===== src/rtl/gpmc_wb_pkg.sv =====
`default_nettype none
// ============================================================================
// Package : gpmc_wb_pkg
// Brief   : Shared constants and FSM encoding for the GPMC-to-Wishbone master.
// Revision: 1.0 - initial release
// ============================================================================
package gpmc_wb_pkg;

    localparam int          c_CNT_WIDTH    = 8;
    localparam logic [15:0] c_TIMEOUT_DATA = 16'hDEAD;

    typedef logic [2:0] state_t;

    localparam state_t c_ST_IDLE    = 3'd0;
    localparam state_t c_ST_ADDR    = 3'd1;
    localparam state_t c_ST_WR_DATA = 3'd2;
    localparam state_t c_ST_WR      = 3'd3;
    localparam state_t c_ST_RD      = 3'd4;
    localparam state_t c_ST_RD_HOLD = 3'd5;

endpackage
`default_nettype wire


===== src/rtl/gpmc_wb_master_if.sv =====
`default_nettype none
// ============================================================================
// Interface : gpmc_wb_master_if
// Brief     : Wishbone classic single-master bus between bridge and intercon.
// Revision  : 1.0 - initial release
// ============================================================================
interface gpmc_wb_master_if #(
    parameter int ADDR_WIDTH = 8,
    parameter int DATA_WIDTH = 16
);
    logic [ADDR_WIDTH-1:0] wbm_address;
    logic [DATA_WIDTH-1:0] wbm_writedata;
    logic [DATA_WIDTH-1:0] wbm_readdata;
    logic                  wbm_write;
    logic                  wbm_cycle;
    logic                  wbm_strobe;
    logic                  wbm_ack;

    modport master (
        output wbm_address, wbm_writedata, wbm_write, wbm_cycle, wbm_strobe,
        input  wbm_readdata, wbm_ack
    );

    modport slave (
        input  wbm_address, wbm_writedata, wbm_write, wbm_cycle, wbm_strobe,
        output wbm_readdata, wbm_ack
    );
endinterface
`default_nettype wire


===== src/rtl/gpmc_sync.sv =====
`default_nettype none
// ============================================================================
// Module  : gpmc_sync
// Brief   : STAGES-deep synchroniser with edge detect on the last stage.
// Revision: 1.0 - initial release
// ============================================================================
module gpmc_sync #(
    parameter int   WIDTH     = 1,
    parameter int   STAGES    = 2,
    parameter logic RESET_VAL = 1'b0
) (
    input  logic             clk,
    input  logic             reset,
    input  logic [WIDTH-1:0] i_d,
    output logic [WIDTH-1:0] o_q,
    output logic [WIDTH-1:0] o_rise,
    output logic [WIDTH-1:0] o_fall
);
    logic [WIDTH-1:0] r_chain [STAGES];
    logic [WIDTH-1:0] r_prev;

    always_ff @(posedge clk) begin
        if (reset) begin
            for (int i = 0; i < STAGES; i++) begin
                r_chain[i] <= {WIDTH{RESET_VAL}};
            end
            r_prev <= {WIDTH{RESET_VAL}};
        end else begin
            r_chain[0] <= i_d;
            for (int i = 1; i < STAGES; i++) begin
                r_chain[i] <= r_chain[i-1];
            end
            r_prev <= r_chain[STAGES-1];
        end
    end

    assign o_q    = r_chain[STAGES-1];
    assign o_rise = o_q & ~r_prev;
    assign o_fall = ~o_q & r_prev;
endmodule
`default_nettype wire


===== src/rtl/gpmc_wb_master.sv =====
`default_nettype none
// ============================================================================
// Module  : gpmc_wb_master
// Brief   : Bridges the asynchronous GPMC bus into single Wishbone cycles.
// Revision: 1.0 - initial release
// ============================================================================
module gpmc_wb_master
    import gpmc_wb_pkg::*;
#(
    parameter int                    ADDR_WIDTH   = 8,
    parameter int                    DATA_WIDTH   = 16,
    parameter int                    SYNC_STAGES  = 2,
    parameter int                    ACK_TIMEOUT  = 15,
    parameter logic [DATA_WIDTH-1:0] TIMEOUT_DATA = c_TIMEOUT_DATA
) (
    input  logic                  clk,
    input  logic                  reset,
    input  logic [DATA_WIDTH-1:0] gpmc_ad_in,
    output logic [DATA_WIDTH-1:0] gpmc_ad_out,
    output logic                  gpmc_ad_oe,
    input  logic                  gpmc_csn,
    input  logic                  gpmc_advn,
    input  logic                  gpmc_oen,
    input  logic                  gpmc_wen,
    gpmc_wb_master_if.master      wb,
    output logic                  err_timeout
);
    localparam logic [c_CNT_WIDTH-1:0] c_ACK_LIMIT = c_CNT_WIDTH'(ACK_TIMEOUT);
    localparam logic [c_CNT_WIDTH-1:0] c_ACK_FIRST = c_CNT_WIDTH'(2);

    logic [3:0]            w_ctl, w_ctl_rise, w_ctl_fall;
    logic [DATA_WIDTH-1:0] w_ad, w_ad_rise_unused, w_ad_fall_unused;
    logic                  w_csn, w_oen, w_csn_rise, w_advn_rise;
    logic                  w_oen_fall, w_wen_fall, w_wen_rise;
    logic                  w_ack_valid, w_timeout, w_unused;

    state_t                r_state;
    logic [c_CNT_WIDTH-1:0] r_cnt;
    logic [ADDR_WIDTH-1:0] r_address;
    logic [DATA_WIDTH-1:0] r_writedata, r_ad_out;
    logic                  r_write, r_cycle, r_strobe, r_oe, r_abort, r_err_timeout;

    gpmc_sync #(.WIDTH(4), .STAGES(SYNC_STAGES), .RESET_VAL(1'b1)) u_ctl_sync (
        .clk(clk), .reset(reset),
        .i_d({gpmc_csn, gpmc_advn, gpmc_oen, gpmc_wen}),
        .o_q(w_ctl), .o_rise(w_ctl_rise), .o_fall(w_ctl_fall)
    );

    gpmc_sync #(.WIDTH(DATA_WIDTH), .STAGES(SYNC_STAGES), .RESET_VAL(1'b0)) u_ad_sync (
        .clk(clk), .reset(reset), .i_d(gpmc_ad_in),
        .o_q(w_ad), .o_rise(w_ad_rise_unused), .o_fall(w_ad_fall_unused)
    );

    assign w_csn       = w_ctl[3];
    assign w_oen       = w_ctl[1];
    assign w_csn_rise  = w_ctl_rise[3];
    assign w_advn_rise = w_ctl_rise[2];
    assign w_oen_fall  = w_ctl_fall[1];
    assign w_wen_rise  = w_ctl_rise[0];
    assign w_wen_fall  = w_ctl_fall[0];
    assign w_unused    = &{1'b0, w_ctl[2], w_ctl[0], w_ctl_fall[3:2], w_ctl_rise[1]};

    // Strobe cycle 1 may still see the previous transfer's ack, so it is ignored.
    assign w_ack_valid = wb.wbm_ack && (r_cnt >= c_ACK_FIRST);
    assign w_timeout   = (r_cnt == c_ACK_LIMIT);

    always_ff @(posedge clk) begin
        if (reset) begin
            r_state       <= c_ST_IDLE;
            r_cnt         <= '0;
            r_address     <= '0;
            r_writedata   <= '0;
            r_ad_out      <= '0;
            r_write       <= 1'b0;
            r_cycle       <= 1'b0;
            r_strobe      <= 1'b0;
            r_oe          <= 1'b0;
            r_abort       <= 1'b0;
            r_err_timeout <= 1'b0;
        end else begin
            r_err_timeout <= 1'b0;
            case (r_state)
                c_ST_IDLE: begin
                    if (w_advn_rise && !w_csn) begin
                        r_address <= w_ad[ADDR_WIDTH-1:0];
                        r_state   <= c_ST_ADDR;
                    end
                end
                c_ST_ADDR: begin
                    if (w_csn_rise) begin
                        r_state <= c_ST_IDLE;
                    end else if (w_advn_rise && !w_csn) begin
                        r_address <= w_ad[ADDR_WIDTH-1:0];
                    end else if (w_oen_fall) begin
                        r_state  <= c_ST_RD;
                        r_cycle  <= 1'b1;
                        r_strobe <= 1'b1;
                        r_write  <= 1'b0;
                        r_cnt    <= c_CNT_WIDTH'(1);
                        r_abort  <= 1'b0;
                    end else if (w_wen_fall) begin
                        r_state <= c_ST_WR_DATA;
                    end
                end
                c_ST_WR_DATA: begin
                    if (w_csn_rise) begin
                        r_state <= c_ST_IDLE;
                    end else if (w_wen_rise) begin
                        r_writedata <= w_ad;
                        r_state     <= c_ST_WR;
                        r_cycle     <= 1'b1;
                        r_strobe    <= 1'b1;
                        r_write     <= 1'b1;
                        r_cnt       <= c_CNT_WIDTH'(1);
                        r_abort     <= 1'b0;
                    end
                end
                c_ST_RD, c_ST_WR: begin
                    if (w_csn_rise) begin
                        r_abort <= 1'b1;
                    end
                    if (w_ack_valid || w_timeout) begin
                        r_cycle       <= 1'b0;
                        r_strobe      <= 1'b0;
                        r_write       <= 1'b0;
                        r_cnt         <= '0;
                        r_err_timeout <= !w_ack_valid;
                        // A deselected read still finishes on the bus, but its data is dropped.
                        if ((r_state == c_ST_RD) && !r_abort && !w_csn) begin
                            r_ad_out <= w_ack_valid ? wb.wbm_readdata : TIMEOUT_DATA;
                            r_oe     <= 1'b1;
                            r_state  <= c_ST_RD_HOLD;
                        end else begin
                            r_state <= c_ST_IDLE;
                        end
                    end else begin
                        r_cnt <= r_cnt + c_CNT_WIDTH'(1);
                    end
                end
                c_ST_RD_HOLD: begin
                    // Level test also catches an oen/csn edge that passed during RD.
                    if (w_oen || w_csn) begin
                        r_oe    <= 1'b0;
                        r_state <= c_ST_IDLE;
                    end
                end
                default: r_state <= c_ST_IDLE;
            endcase
        end
    end

    assign gpmc_ad_out      = r_ad_out;
    assign gpmc_ad_oe       = r_oe && !w_oen && !w_csn;
    assign err_timeout      = r_err_timeout;
    assign wb.wbm_address   = r_address;
    assign wb.wbm_writedata = r_writedata;
    assign wb.wbm_write     = r_write;
    assign wb.wbm_cycle     = r_cycle;
    assign wb.wbm_strobe    = r_strobe;
endmodule
`default_nettype wire


===== src/flat_wrapper.sv =====
// flat-port wrapper written by rule: the top's interface ports become plain ports
module gpmc_wb_master_flat import gpmc_wb_pkg::*;
#(
    parameter int                    ADDR_WIDTH   = 8,
    parameter int                    DATA_WIDTH   = 16,
    parameter int                    SYNC_STAGES  = 2,
    parameter int                    ACK_TIMEOUT  = 15,
    parameter logic [DATA_WIDTH-1:0] TIMEOUT_DATA = c_TIMEOUT_DATA
)
  (clk, reset, gpmc_ad_in, gpmc_ad_out, gpmc_ad_oe, gpmc_csn, gpmc_advn, gpmc_oen, gpmc_wen, err_timeout, wb_wbm_address, wb_wbm_writedata, wb_wbm_write, wb_wbm_cycle, wb_wbm_strobe, wb_wbm_readdata, wb_wbm_ack);
  gpmc_wb_master_if #(.ADDR_WIDTH(ADDR_WIDTH), .DATA_WIDTH(DATA_WIDTH)) wb_i ();
  input  logic clk;
  input  logic reset;
  input  logic [DATA_WIDTH-1:0] gpmc_ad_in;
  output logic [DATA_WIDTH-1:0] gpmc_ad_out;
  output logic gpmc_ad_oe;
  input  logic gpmc_csn;
  input  logic gpmc_advn;
  input  logic gpmc_oen;
  input  logic gpmc_wen;
  output logic err_timeout;
  output wire logic [$bits(wb_i.wbm_address)-1:0] wb_wbm_address;
  output wire logic [$bits(wb_i.wbm_writedata)-1:0] wb_wbm_writedata;
  output wire logic [$bits(wb_i.wbm_write)-1:0] wb_wbm_write;
  output wire logic [$bits(wb_i.wbm_cycle)-1:0] wb_wbm_cycle;
  output wire logic [$bits(wb_i.wbm_strobe)-1:0] wb_wbm_strobe;
  input wire logic [$bits(wb_i.wbm_readdata)-1:0] wb_wbm_readdata;
  input wire logic [$bits(wb_i.wbm_ack)-1:0] wb_wbm_ack;
  assign wb_wbm_address = wb_i.wbm_address;
  assign wb_wbm_writedata = wb_i.wbm_writedata;
  assign wb_wbm_write = wb_i.wbm_write;
  assign wb_wbm_cycle = wb_i.wbm_cycle;
  assign wb_wbm_strobe = wb_i.wbm_strobe;
  assign wb_i.wbm_readdata = wb_wbm_readdata;
  assign wb_i.wbm_ack = wb_wbm_ack;
  gpmc_wb_master #(.ADDR_WIDTH(ADDR_WIDTH), .DATA_WIDTH(DATA_WIDTH), .SYNC_STAGES(SYNC_STAGES), .ACK_TIMEOUT(ACK_TIMEOUT), .TIMEOUT_DATA(TIMEOUT_DATA)) u_core (.clk(clk), .reset(reset), .gpmc_ad_in(gpmc_ad_in), .gpmc_ad_out(gpmc_ad_out), .gpmc_ad_oe(gpmc_ad_oe), .gpmc_csn(gpmc_csn), .gpmc_advn(gpmc_advn), .gpmc_oen(gpmc_oen), .gpmc_wen(gpmc_wen), .wb(wb_i), .err_timeout(err_timeout));
endmodule

===== config.mk =====
export PLATFORM = sky130hd
export DESIGN_NAME = gpmc_wb_master_flat
export DESIGN_NICKNAME = d
export VERILOG_FILES = /design/src/rtl/gpmc_wb_pkg.sv /design/src/rtl/gpmc_wb_master_if.sv /design/src/rtl/gpmc_sync.sv /design/src/rtl/gpmc_wb_master.sv /design/src/flat_wrapper.sv
export SDC_FILE = /design/constraint.sdc
export NUM_CORES = 1
export LEC_CHECK = 0
export CAP_MARGIN = 25
export CORE_MARGIN = 3
export CORE_UTILIZATION = 45
export DETAILED_ROUTE_END_ITERATION = 12
export PLACE_DENSITY = 0.7
export SETUP_SLACK_MARGIN = 0.1
export SLEW_MARGIN = 25
export SYNTH_ARGS = -nofsm -noshare
export SYNTH_HDL_FRONTEND = slang
export SYNTH_SLANG_ARGS = --single-unit

===== constraint.sdc =====
create_clock -name clk -period 3 [get_ports clk]
set_clock_uncertainty 0.1 [all_clocks]
set_input_delay 0.6 -clock clk [delete_from_list [all_inputs] [get_ports clk]]
set_output_delay 0.6 -clock clk [all_outputs]
set_load 0.01 [all_outputs]

# == After elaboration in Yosys (flattened, before gate mapping) ==
# Memory sizes are Yosys's and may differ from the RTL's.
# Cells that the tools add are included.
# word_totals
n_memories,2
register_bits,60
output_inout_bits,45
wordCells,119
in_bits,39
mem_bits_rw,40
# op_classes
mux,48
reduce_logical,26
eq_ne,19
order_cmp,1
n_addsub,1
bitwise_logic,11
# mem_list
name,depth,word_bits,rd,rd_ports_with_merged_regs,write_ports,line,text
u_core.u_ad_sync.r_chain,2,16,2,0,2,gpmc_sync.sv:19,logic [WIDTH-1:0] r_chain [STAGES];
u_core.u_ctl_sync.r_chain,2,4,2,0,2,gpmc_sync.sv:19,
# ops
cell,n
$mux W8,8
$mux W16,3
$mux W3,10
$pmux W8 S3,1
$mux W1,18
$pmux W8 S2,1
$pmux W3 S5,1
$reduce_and A7 Y1,2
$ne A2 B2 Y1 const B,6
$reduce_and A6 Y1,2
$pmux W1 S3,3
$add A8 B1 Y8 const B,1
$eq A8 B4 Y1 const B,1
$ge A8 B2 Y1 const B,1
$mux W4,2
$ne A2 B1 Y1 const B,4
$eq A3 B2 Y1 const B,2
$eq A3 B3 Y1 const B,2
$logic_and A1 B1 Y1,6
$ne A3 B3 Y1 const B,2
$reduce_and A3 Y1,2
$and A4 B4 Y4,1
$logic_not A1 Y1,4
$ne A4 B4 Y1 const B,1
other kinds (15),22

# == Depth between registers and ports, before layout ==
# An unclocked memory read counts as a cell.
# logic_depth
depth_word,8
mapped_depth,8
depth_no_buf,7

# == Modules after synthesis ==
# A second synthesis with hierarchy kept.
# unflattened
cells_unflattened,481
area_unflattened_um2,4428.0
# by_module_without_submodules
module,instances,cells_each,area_each_um2,seq_area_each_um2
gpmc_wb_master,1,295,2396.0,1121.1
gpmc_sync (u_core.u_ad_sync),1,149,1625.3,960.9
gpmc_sync (u_core.u_ctl_sync),1,37,406.6,240.2

# == Least setup slack after synthesis ==
# No wires, ideal clock.
# synth_path
path_kind,register to register
from,register u_core.r_cnt[0]
to,register u_core.r_cnt[7]
path_stages_with_launch,8
required_ps,2809
arrival_ps,1929
path_slack_ps,880
n_path_buf,0
path_cell_list,dfxtp_1 -> inv_1 -> ha_1 -> or4_4 -> o21a_4 -> nor3_4 -> a41oi_1 -> a311oi_1
# synth_between
elab_chain_len,5
word_cells_on_any_way,7
# synth_lines
element,line,text
start: declaration,gpmc_wb_master.sv:38,logic [c_CNT_WIDTH-1:0] r_cnt;
start signal: assignment,gpmc_wb_master.sv:99,r_cnt <= c_CNT_WIDTH'(1);
start signal: assignment,gpmc_wb_master.sv:114,r_cnt <= c_CNT_WIDTH'(1);
start signal: assignment,gpmc_wb_master.sv:137,r_cnt <= r_cnt + c_CNT_WIDTH'(1);
$ge A8 B2 Y1,gpmc_wb_master.sv:64,assign w_ack_valid = wb.wbm_ack && (r_cnt >= c_ACK_FIRST);
$logic_and A1 B1 Y1,gpmc_wb_master.sv:64,
$logic_or A1 B1 Y1,gpmc_wb_master.sv:122,if (w_ack_valid || w_timeout) begin
$mux W8 (*),gpmc_wb_master.sv:122,
$pmux W8 S3 (*),gpmc_wb_master.sv:82,case (r_state)
# Every way passes the cells marked *; elsewhere a longest branch is shown, timed or not.
# A chain may end at the register's enable or synchronous reset.

==> impl_metrics.yaml <==
synth:
  synth_area_leader_cell: "dfxtp_1"
  synth_cell_type_count: 51
  synth_edf_count: 0
  synth_nets: 383
  synth_most_common_cell: "dfxtp_1"
  syn_area_mm2: 0.00355
  ys_ff_latch: 100
  yosysSeqAreaShare_pct: 56.3
  yosys_warnings: 0
  ys_top_cells_by_count: "dfxtp_1 (100), nor2b_1 (35), nor2_1 (31)"
  postSynthCellCount: 342
  ys.flop_type: "dfxtp_1"
  yosys-top-cells-area: "dfxtp_1 (56%), nor2b_1 (6.2%), mux2i_1 (5.1%)"
  async_flop_share_pct: 0
  postSynthAreaPerCell_um2: 10.4
  yosysTopAreaCellShare_pct: 56.3
power:
  p_seq_share_pct: 49.8
  p_per_area_mw_per_mm2: 624
  clock_power_share_pct: 33.0
  switching_share_pct: 28.0
  combPwrFrac_pct: 17.2
  switching_power_w: 0.000821
  ir_drop_mv: 0.408
  p_int_w: 0.00211
  p_leak_nw: 1.67
setup_path:
  crit_path_start_kind: "flip-flop"
  cp_cell_sequence: "nor2_1 -> and2_1 -> clkdlybuf4s50_1"
  cp_slowest_cell: "dfxtp_1"
  crit_family: "flip-flops"
  crit_arrival_ns: 1.60
  worst-path-buf-inv: 1
  critPathKind: "flip-flop to output port"
  critPathMaxStageDelay_ns: 0.50
  path_max_fanout: 9
  crit_path_end_kind: "output port"
  required_ns: 2.30
routing:
  drt_pass1_iterations: 4
  drc_errors: 0
  wl_um: 7080
  via_per_inst: 5.15
  wl_per_cell_um: 13.5
  antenna_left: 0
  dr_total_vias: 2692
  dr.first_iter.drc_count: 123
placement:
  hpwl_um: 4890
  port_buffers: 83
  dpl.cell_count: 507
  place.gp.congestion: 0.827
timing:
  min_period_over_period_pct: 76.7
  min_period_ns: 2.30
  rsz0062_at_grt: "no"
  timing.fmax_ghz: 0.435
  setup-tns-final_ns: 0
  report.final.slew_viol_count: 0
  worst_slew_pin_slew_ns: 0.696
  setup_viol: 0
  max_slew_margin_pct: 53.5
  hold_viol: 0
floorplanning:
  die_w_um: 94.9
  initial_core_util_pct: 47.7
  design.core.area_mm2: 0.00745
  die-area_mm2: 0.00900
  ios: 84
  die_y_um: 94.9
  num_rows: 31
layout:
  diodes: 0
  layoutNonFillerInstCount: 523
  area_delta_synth_final_pct: 32.0
  layout.nets: 460
  drive_gt1_share_pct: 11.6
  final_core_utilization_pct: 63.0
clock_network:
  ctsHoldBuffers: 0
  cts_max_path_buffers: 2
  insertion_delay_ns: 0.36
  cts_sinks: 100
  cts_tree: "done"
  cts_made_buffers: 9
  clk_pin_slew_ns: 0.09
  cts.repair.resized: 0
  cts_setup_buffers: 0
  cts_root_buf: "clkbuf_8"
  htreeDepth: 3
hold_path:
  worst_hold_path_type: "flip-flop to flip-flop"
run:
  max_cap_violations: 0
global_routing:
  antenna_found_initial: 0
  grt_pass1_wl_um: 11600
  grt_pass1_vias: 2506
  grt_max_degree: 72
  grt_overflow: 0
  grt_usage_pct: 16.5
status:
  outcome: "complete, no violations"
-- path summary, 6_finish.rpt --
path	slack, ns	cells after the start	endpoint	startpoint
setup / recovery	0.70	3	gpmc_ad_oe	u_core.u_ctl_sync.r_chain[0][7]
hold / removal	0.31	1	u_core.u_ctl_sync.r_chain[0][7]	u_core.u_ctl_sync.r_chain[0][3]
setup reg to reg	0.71	7	u_core.r_state[2]	u_core.r_cnt[0]
hold reg to reg	0.31	1	u_core.u_ctl_sync.r_chain[0][7]	u_core.u_ctl_sync.r_chain[0][3]
-- registers in the layout (all words and copies together), names as in the netlist, 3 cells and up --
signal,count
u_core.r_cnt,8
u_core.wb.wbm_writedata,16
u_core.wb.wbm_address,8
u_core.u_ad_sync.r_chain,32
u_core.u_ctl_sync.r_chain,8
u_core.r_state,3
u_core.gpmc_ad_out,16
u_core.u_ctl_sync.r_prev,4
-- worst register-to-register path, stage by stage (launching register included) --
cell and delay (ns):
dfxtp_1 0.40, inv_1 0.09, ha_1 0.19, or4_4 0.44, o21ai_2 0.21, nand3_1 0.26, and3_1 0.27, a311oi_1 0.25
-- final cells by class --
type,count,area [um^2]
timing repair buffer,86,861
fill,623,2760
inverter,3,11.3
clock inverter,7,114
tap,99,124
sequential,100,2000
clock buffer,9,124
multi-input combinational,219,1460
-- layout by cell type, fill, tap and decap left out, types with 9 or more instances in the layout --
| cell | synthesis | final |
|---|---|---|
| o221a_2 | 9 | 9 |
| a21oi_1 | 13 | 13 |
| mux2i_1 | 18 | 18 |
| nor2b_1 | 35 | 35 |
| clkbuf_8 | 0 | 9 |
| nand2_1 | 17 | 17 |
| nand3_1 | 17 | 17 |
| clkdlybuf4s50_1 | 0 | 82 |
| nor2_1 | 31 | 31 |
| or2_2 | 12 | 12 |
| dfxtp_1 | 100 | 100 |
-- cell families after synthesis --
group           synth area share [%]
compound gates                  13.9
fa+ha+maj                      0.704
buf+inv                         2.71
flops                           56.3
mux                             5.07
simple gates                    21.3
-- power by group through the flow --
stage                     Clock [W]  Combinational [W]  Sequential, W
after CTS                   0.00100           0.000504        0.00146
after detailed placement          0           0.000499        0.00149
final                      0.000967           0.000504        0.00146
after global placement            0           0.000489        0.00149
after global routing        0.00104           0.000563        0.00147
after floorplan                   0           0.000380        0.00145
-- layer usage --
metal	part of all wire, %	vias up	global-route usage, %
met4	1.4	0	5.65
met1	44	1246	20.2
met2	47	84	26.4
li1	-	1352	-
met5	0	-	0
met3	7.3	10	6.37
-- per-stage QoR --
stage	hold slack [ns]	total power (W)	instance area, um^2	setup slack (ns)
after floorplan	0.289	0.00183	3550	0.880
after global routing	0.337	0.00308	4690	0.493
after CTS	0.315	0.00296	4690	0.677
final	0.309	0.00293	4690	0.699
after global placement	0.295	0.00198	4450	0.771
after detailed placement	0.294	0.00199	4450	0.710
Note: power is estimated with default switching activity, not from simulation.
